## src/rtl/seq_div_frac.sv

```systemverilog
// Radix-2 restoring sequential divider: quotient = floor((dividend << FRAC) / divisor), one bit per clock.
// Optional macro SEQ_DIV_ROUND_EN adds half-up rounding of the final quotient (no extra cycles).
module seq_div_frac #(
    parameter int DW   = 16,
    parameter int QW   = 16,
    parameter int FRAC = 8
) (
    input  logic          clk,
    input  logic          nrst,
    input  logic          start,
    input  logic [DW-1:0] dividend,
    input  logic [DW-1:0] divisor,
    output logic          busy,
    output logic          done,
    output logic [QW-1:0] quotient,
    output logic [DW-1:0] remainder,
    output logic          div_zero,
    output logic          overflow
);

    localparam int N  = DW + FRAC;
    localparam int CW = $clog2(N + 1);
    // Wide enough to hold the (possibly rounded) full quotient and to test the bits above QW.
    localparam int QX = (N + 1 > QW) ? N + 1 : QW + 1;

    typedef enum logic [1:0] {IDLE, DIV, DONE} state_t;

    state_t        state, state_nxt;
    logic [N-1:0]  e_q, e_nxt;
    logic [DW-1:0] r_q, r_nxt;
    logic [N-2:0]  qf_q, qf_nxt;
    logic [CW-1:0] cnt_q, cnt_nxt;
    logic [DW-1:0] dsr_q, dsr_nxt;
    logic [QW-1:0] quo_nxt;
    logic [DW-1:0] rem_nxt;
    logic          dz_nxt, ovf_nxt;

    logic [DW:0]   t;
    logic          ge;
    logic [DW-1:0] r_step;
    logic [N-1:0]  q_step;
    logic [N:0]    q_fin;
    logic          last;

    // Clamp the full quotient to QW bits; MSB of the result is the overflow flag.
    function automatic logic [QW:0] saturate(input logic [QX-1:0] q);
        if ((q >> QW) != '0)
            return {1'b1, {QW{1'b1}}};
        return {1'b0, q[QW-1:0]};
    endfunction

    // One restoring step; the remainder after a step is always below divisor so it fits DW bits.
    always_comb begin
        t      = {r_q, e_q[N-1]};
        ge     = (t >= {1'b0, dsr_q});
        r_step = ge ? DW'(t - {1'b0, dsr_q}) : t[DW-1:0];
        q_step = {qf_q, ge};
        last   = (cnt_q == CW'(N - 1));
`ifdef SEQ_DIV_ROUND_EN
        q_fin  = {1'b0, q_step} + (N+1)'({1'b0, r_step, 1'b0} >= {2'b00, dsr_q});
`else
        q_fin  = {1'b0, q_step};
`endif
    end

    always_comb begin
        state_nxt = state;
        e_nxt     = e_q;
        r_nxt     = r_q;
        qf_nxt    = qf_q;
        cnt_nxt   = cnt_q;
        dsr_nxt   = dsr_q;
        quo_nxt   = quotient;
        rem_nxt   = remainder;
        dz_nxt    = div_zero;
        ovf_nxt   = overflow;
        case (state)
            IDLE, DONE: begin
                if (start) begin
                    dsr_nxt = divisor;
                    e_nxt   = N'(dividend) << FRAC;
                    r_nxt   = '0;
                    qf_nxt  = '0;
                    cnt_nxt = '0;
                    if (divisor != '0) begin
                        state_nxt = DIV;
                    end else begin
                        state_nxt = DONE;
                        quo_nxt   = '1;
                        rem_nxt   = dividend;
                        dz_nxt    = 1'b1;
                        ovf_nxt   = 1'b0;
                    end
                end else if (state == DONE) begin
                    state_nxt = IDLE;
                end
            end
            DIV: begin
                e_nxt   = e_q << 1;
                r_nxt   = r_step;
                qf_nxt  = q_step[N-2:0];
                cnt_nxt = cnt_q + CW'(1);
                if (last) begin
                    state_nxt          = DONE;
                    {ovf_nxt, quo_nxt} = saturate(QX'(q_fin));
                    rem_nxt            = r_step;
                    dz_nxt             = 1'b0;
                end
            end
            default: state_nxt = IDLE;
        endcase
    end

    always_ff @(posedge clk or negedge nrst) begin
        if (!nrst) begin
            state     <= IDLE;
            e_q       <= '0;
            r_q       <= '0;
            qf_q      <= '0;
            cnt_q     <= '0;
            dsr_q     <= '0;
            quotient  <= '0;
            remainder <= '0;
            div_zero  <= 1'b0;
            overflow  <= 1'b0;
        end else begin
            state     <= state_nxt;
            e_q       <= e_nxt;
            r_q       <= r_nxt;
            qf_q      <= qf_nxt;
            cnt_q     <= cnt_nxt;
            dsr_q     <= dsr_nxt;
            quotient  <= quo_nxt;
            remainder <= rem_nxt;
            div_zero  <= dz_nxt;
            overflow  <= ovf_nxt;
        end
    end

    assign busy = (state == DIV);
    assign done = (state == DONE);

endmodule

```

## config.mk

```make
export PLATFORM = sky130hd
export DESIGN_NAME = seq_div_frac
export DESIGN_NICKNAME = d
export VERILOG_FILES = /design/src/rtl/seq_div_frac.sv
export SDC_FILE = /design/constraint.sdc
export NUM_CORES = 1
export LEC_CHECK = 0
export BUFFER_PORTS_ARGS = -buffer_cell sky130_fd_sc_hd__buf_2
export CORE_UTILIZATION = 50
export CTS_CLUSTER_DIAMETER = 120
export DETAILED_ROUTE_END_ITERATION = 12
export PLACE_DENSITY = 0.7
export SKIP_CTS_REPAIR_TIMING = 1
export SLEW_MARGIN = 5
export SYNTH_ARGS = -nofsm -noshare
export SYNTH_HDL_FRONTEND = slang
export SYNTH_SLANG_ARGS = --single-unit
```

## constraint.sdc

```tcl
create_clock -name clk -period 5.7 [get_ports clk]
set_input_delay 0.57 -clock clk [delete_from_list [all_inputs] [get_ports clk]]
set_output_delay 0.57 -clock clk [all_outputs]
set_load 0.005 [all_outputs]
```

---- Yosys cells after proc, flatten, opt, wreduce, memory -nomap -nowiden ----
Index checks and enable logic that the tools add are counted.
storage, ports and cells
  output and inout bits ................... 36
  flip-flop bits (word level) ............. 120
  logic and storage cells ................. 64
cells by class
  reductions and logical operators ........ 9
  $lt $le $gt $ge ......................... 1
  add/subtract/negate cells ............... 2
  mux-type cells .......................... 35
  eq/ne operators ......................... 7
operators by type and width
  cell                                                                    number
  16-bit two-way mux                                                      8
  16-bit case mux with 2 select lines                                     3
  24-bit case mux with 2 select lines                                     1
  23-bit case mux with 2 select lines                                     1
  17-bit two-way mux                                                      2
  25-bit nonzero test                                                     1
  24-bit two-way mux                                                      1
  23-bit two-way mux                                                      1
  17-bit by 16-bit greater-or-equal comparator with 1-bit output          1
  16-bit nonzero test                                                     1
  16-bit subtractor                                                       1
  5-bit case mux with 2 select lines                                      1
  1-bit two-way mux                                                       9
  2-bit two-way mux                                                       4
  2-bit AND reduction                                                     3
  5-bit by 1-bit adder with 5-bit output (second input constant)          1
  5-bit equality test (second input constant)                             1
  5-bit two-way mux                                                       1
  2-bit inequality test (second input constant)                           2
  1-bit case mux with 2 select lines                                      2
  2-bit case mux with 2 select lines                                      1
  4-bit AND reduction                                                     1
  3-bit inequality test (second input constant)                           1
  2-bit by 1-bit equality test with 1-bit output (second input constant)  1
  5 further kinds                                                         5

---- Longest topological paths before layout ----
  depth in word-level cells ............... 7
  mapped depth ............................ 11

---- Least setup slack after synthesis ----
OpenSTA, ideal clock, no wires.
  path type ............................... reg-to-reg
  start ................................... register e_q[23]
  end ..................................... register remainder[14]
  setup time .............................. 0.136 ns
  required time ........................... 5.564 ns
  period minus slack after synthesis ...... 2.189 ns
  setup slack ............................. 3.511 ns
  data arrival time ....................... 2.052 ns
  cell stages (with the launch flop) ...... 10
  path through ............................ dfrtp_1 -> inv_1 -> ha_1 -> fa_1 -> nand2b_1 -> a21oi_1 -> o211ai_1 -> and4b_1 -> nor3_1 -> a211oi_2
on the way
  word-level cells in the longest chain between the ends .. 4
  elaborated cells between the ends (all ways) .. 5
  classes of those cells .................. add/sub: 1; order compare: 1; mux: 3
RTL lines
  item                                                                                                 line    text
  from (decl)                                                                                          29      logic [N-1:0] e_q, e_nxt;
  from (signal assigned)                                                                               128     e_q <= e_nxt;
  16-bit subtractor or 17-bit by 16-bit greater-or-equal comparator with 1-bit output (tied branches)  56, 55
  16-bit two-way mux *                                                                                 56      r_step = ge ? DW'(t - {1'b0, dsr_q}) : t[DW-1:0];
  16-bit two-way mux *                                                                                 103     if (last) begin
  16-bit case mux with 2 select lines *                                                                77      case (state)
  to (signal assigned)                                                                                 134     remainder <= rem_nxt;
  to (decl)                                                                                            16      output logic [DW-1:0] remainder,
Every way passes the cells marked *; elsewhere a longest branch is shown, timed or not. The select of a mux whose other input is x is not followed.
A chain may end at the register's enable or synchronous reset.

---- Final worst setup path ----
  start ................................... register state[0]
  end ..................................... register cnt_q[2]
on the way
  word-level cells in the longest chain between the ends .. 4
  elaborated cells between the ends (all ways) .. 8
  classes of those cells .................. eq/ne: 3; mux: 1; reduce/logical: 4
RTL lines
  item                                                                          line  text
  from (decl)                                                                   28    state_t state, state_nxt;
  from (signal assigned)                                                        127   state <= state_nxt;
  2-bit equality test or 2-bit logical NOT (tied branches)                      77
  2-bit OR reduction                                                            77
  2-bit inequality test (no source line) or 2-bit nonzero test (tied branches)  --
  2-bit AND reduction (no source line)                                          --
  to (signal assigned)                                                          131   cnt_q <= cnt_nxt;
  to (decl)                                                                     32    logic [CW-1:0] cnt_q, cnt_nxt;
Parallel ways exist; a longest one is shown, timed or not.

==> flow_summary.yaml <==
run_status:
  status: "complete, but fails checks"
  violations: "design-rule violations"
setup_path:
  path_max_fanout: 58
  reg2regPathDepth: 6
  cp_cell_sequence: "nand2b_1 > inv_2 > buf_4 > nor2_4 > o21ai_0 > o21ai_0"
  regToRegSetupSlack_ns: 2.68
  endpoint_kind: "flip-flop"
  cpPeakStageDelay_ns: 1.02
  required_ns: 5.98
  worstSetupPathType: "reg -> reg"
  cp.arrival_ns: 3.30
  critical_path.slowest_cell: "nor2_4"
  path_common_cell: "o21ai_0"
  critPathLaunchType: "flip-flop"
drt:
  drc: 7
  vias: 5032
  wl_per_cell_um: 18.5
  routed_wl_um: 14900
  antenna_left: 0
  vias_per_cell: 6.26
  dr.first_iter.drc_count: 517
  first_pass_iters: 9
synthesis:
  synthTopCellsByArea: "dfrtp_1 (47%), nand2_1 (5.2%), o21ai_0 (3.8%)"
  yosysWarnings: 0
  async_flop_share_pct: 100
  synthTopCellsByCount: "dfrtp_1 (112), nand2_1 (83), o21ai_0 (46), a21oi_1 (25), a22o_1 (24)"
  synth-edff-count: 0
  synthMostInstantiatedCell: "dfrtp_1"
  synthFlopType: "dfrtp_1"
  syn_inst: 617
  synth_top_area_cell: "dfrtp_1"
  synth_top_area_share_pct: 46.7
  synthesis.area_mm2: 0.00601
  yosysUniqueCellTypes: 70
  synth_nets: 670
  synth-seq-area-share_pct: 46.7
  syn_area_per_cell_um2: 9.73
  ys_ff_latch: 112
final_layout:
  final_area_mm2: 0.00662
  layout-drive-gt1-share_pct: 18.2
  multiInputGateArea_mm2: 0.00288
  final_util_pct: 57.3
  regArea_mm2: 0.00280
  syn2layout_area_growth_pct: 10.3
  fillers: 1031
  nets: 709
  antenna_cells: 0
power:
  power.density_mw_per_mm2: 712
  power_mw: 4.72
  p_seq_share_pct: 29.9
  p_sw_mw: 2.11
  cellLeakagePower_nw: 3.03
  pwr-share-clk_pct: 13.9
  max-vdd-ir-drop_mv: 0.324
  p_comb_share_pct: 56.2
  p_int_mw: 2.60
  netSwitchingFraction_pct: 44.8
die:
  core_region_area_mm2: 0.0116
  die_y_um: 112
  rows: 39
  num_io_pins: 71
  dieArea_mm2: 0.0125
  start_util_pct: 51.9
  die_w_um: 112
sta:
  rsz0062_at_grt: "false"
  setup_viol: 0
  fin_setup_tns_ns: 0
  period_minus_slack_ns: 3.02
  worst_pin_slew_ns: 1.22
  clock.fmax_mhz: 331
  drv_slew: 0
  clock-skew-final_ns: 0.00860
  fin_crit_sh_pct: 53.0
  slew_headroom_pct: 18.2
  final-hold-violation-count: 0
clock_tree:
  root_buffer: "clkbuf_16"
  cts_sinks: 112
  clock_latency_ns: 0.36
  cts_buffers: 9
  cts_tree: "yes"
  clockBufferDepth: 2
  htree_levels: 3
  path_clk_slew_ns: 0.08
job:
  max-cap-violations: 0
global_routing:
  antenna_found_initial: 0
  grt_overflow: 0
  grtUsageTotal_pct: 25.6
  grt_pass1_wl_um: 25100
  grt_pass1_vias: 4785
  grt_start_max_net_pins: 68
place:
  place_congestion: 0.919
  io_buffers: 70
  hpwlAfterDp_um: 10400
  place_area_mm2: 0.00632
worst_hold_path:
  min_path_type: "in -> async"
-- layer usage --
metal,part of all wire [%],track usage (%)
met1,49,37.8
met2,45,38.3
met3,5.4,5.61
met4,1.2,6.13
met5,0,0
-- flip-flops by register name (all words and copies together) (netlist names) --
register	cells
cnt_q	5
div_zero	1
dsr_q	16
e_q	16
overflow	1
qf_q	23
quotient	16
r_q	16
remainder	16
state	2
-- cell families (layout without fill, tap and decap cells) --
| family | after synthesis | after routing | share of synthesized area (%) |
|---|---|---|---|
| AOI/OAI and AO/OA | 206 | 206 | 24.7 |
| and+or+nand+nor | 203 | 203 | 17.4 |
| DFF | 112 | 112 | 46.7 |
| buffers and inverters | 67 | 111 | 5.67 |
| adders and majority gates | 18 | 18 | 3.87 |
| xor gates and xnor gates | 6 | 6 | 0.875 |
| muxes | 5 | 5 | 0.875 |
-- power groups by stage --
stage	clock, mW	sequential, mW	combinational [mW]
final	0.656	1.41	2.65
after global routing	0.696	1.46	2.95
after CTS	0.665	1.41	2.62
after detailed placement	0	1.42	2.61
after global placement	0	1.40	2.55
after floorplan	0	1.35	2.09
-- layout by cell type (no fill, tap or decap), types with 11 or more instances in the layout --
| cell type | count |
|---|---|
| nand2_1 | 83 |
| ha_1 | 17 |
| inv_1 | 21 |
| dfrtp_1 | 112 |
| a21oi_1 | 25 |
| nor3_1 | 13 |
| a31oi_1 | 11 |
| a22o_1 | 24 |
| nor2_1 | 20 |
| or3_1 | 14 |
| a22oi_1 | 15 |
| buf_2 | 69 |
| o22a_1 | 16 |
| nand3_1 | 17 |
| o21ai_0 | 46 |
-- worst max-delay path: cells and delay by family, from the launching register on --
| family | cells | cell delay (ns) |
|---|---|---|
| buffers and inverters | 2 | 0.52 |
| DFF | 1 | 0.44 |
| and+or+nand+nor | 2 | 1.57 |
| AOI/OAI and AO/OA | 2 | 0.36 |
-- stage by stage --
step | hold slack [ns] | cells | setup WS (ns)
finish | 0.215 | 804 | 2.68
detailed placement | 0.463 | 788 | 2.70
global route | 0.253 | 804 | 2.40
floorplan | 0.274 | 617 | 3.51
global placement | 0.460 | 788 | 2.81
CTS | 0.230 | 804 | 2.66
-- layout make-up --
type	instances	area share, %
Inverter	22	1.25
Tap cell	143	2.70
Clock buffer	11	3.66
Multi-Input combinational cell	438	43.4
Sequential cell	112	42.3
Timing Repair Buffer	73	5.67
Clock inverter	5	0.963
-- final timing paths --
kind                                      endpoint                  from
setup / recovery              cnt_q[2]$_DFFE_PN0P_  state[0]$_DFFE_PN0P_
hold / removal                dsr_q[4]$_DFFE_PN0P_                  nrst
setup reg to reg              cnt_q[2]$_DFFE_PN0P_  state[0]$_DFFE_PN0P_
hold reg to reg                e_q[12]$_DFFE_PN0P_   e_q[12]$_DFFE_PN0P_
max in group asynchronous  quotient[2]$_DFFE_PN0P_                  nrst
min in group clk               e_q[11]$_DFFE_PN0P_           dividend[3]
No activity file was read; power rests on OpenSTA's default activity.
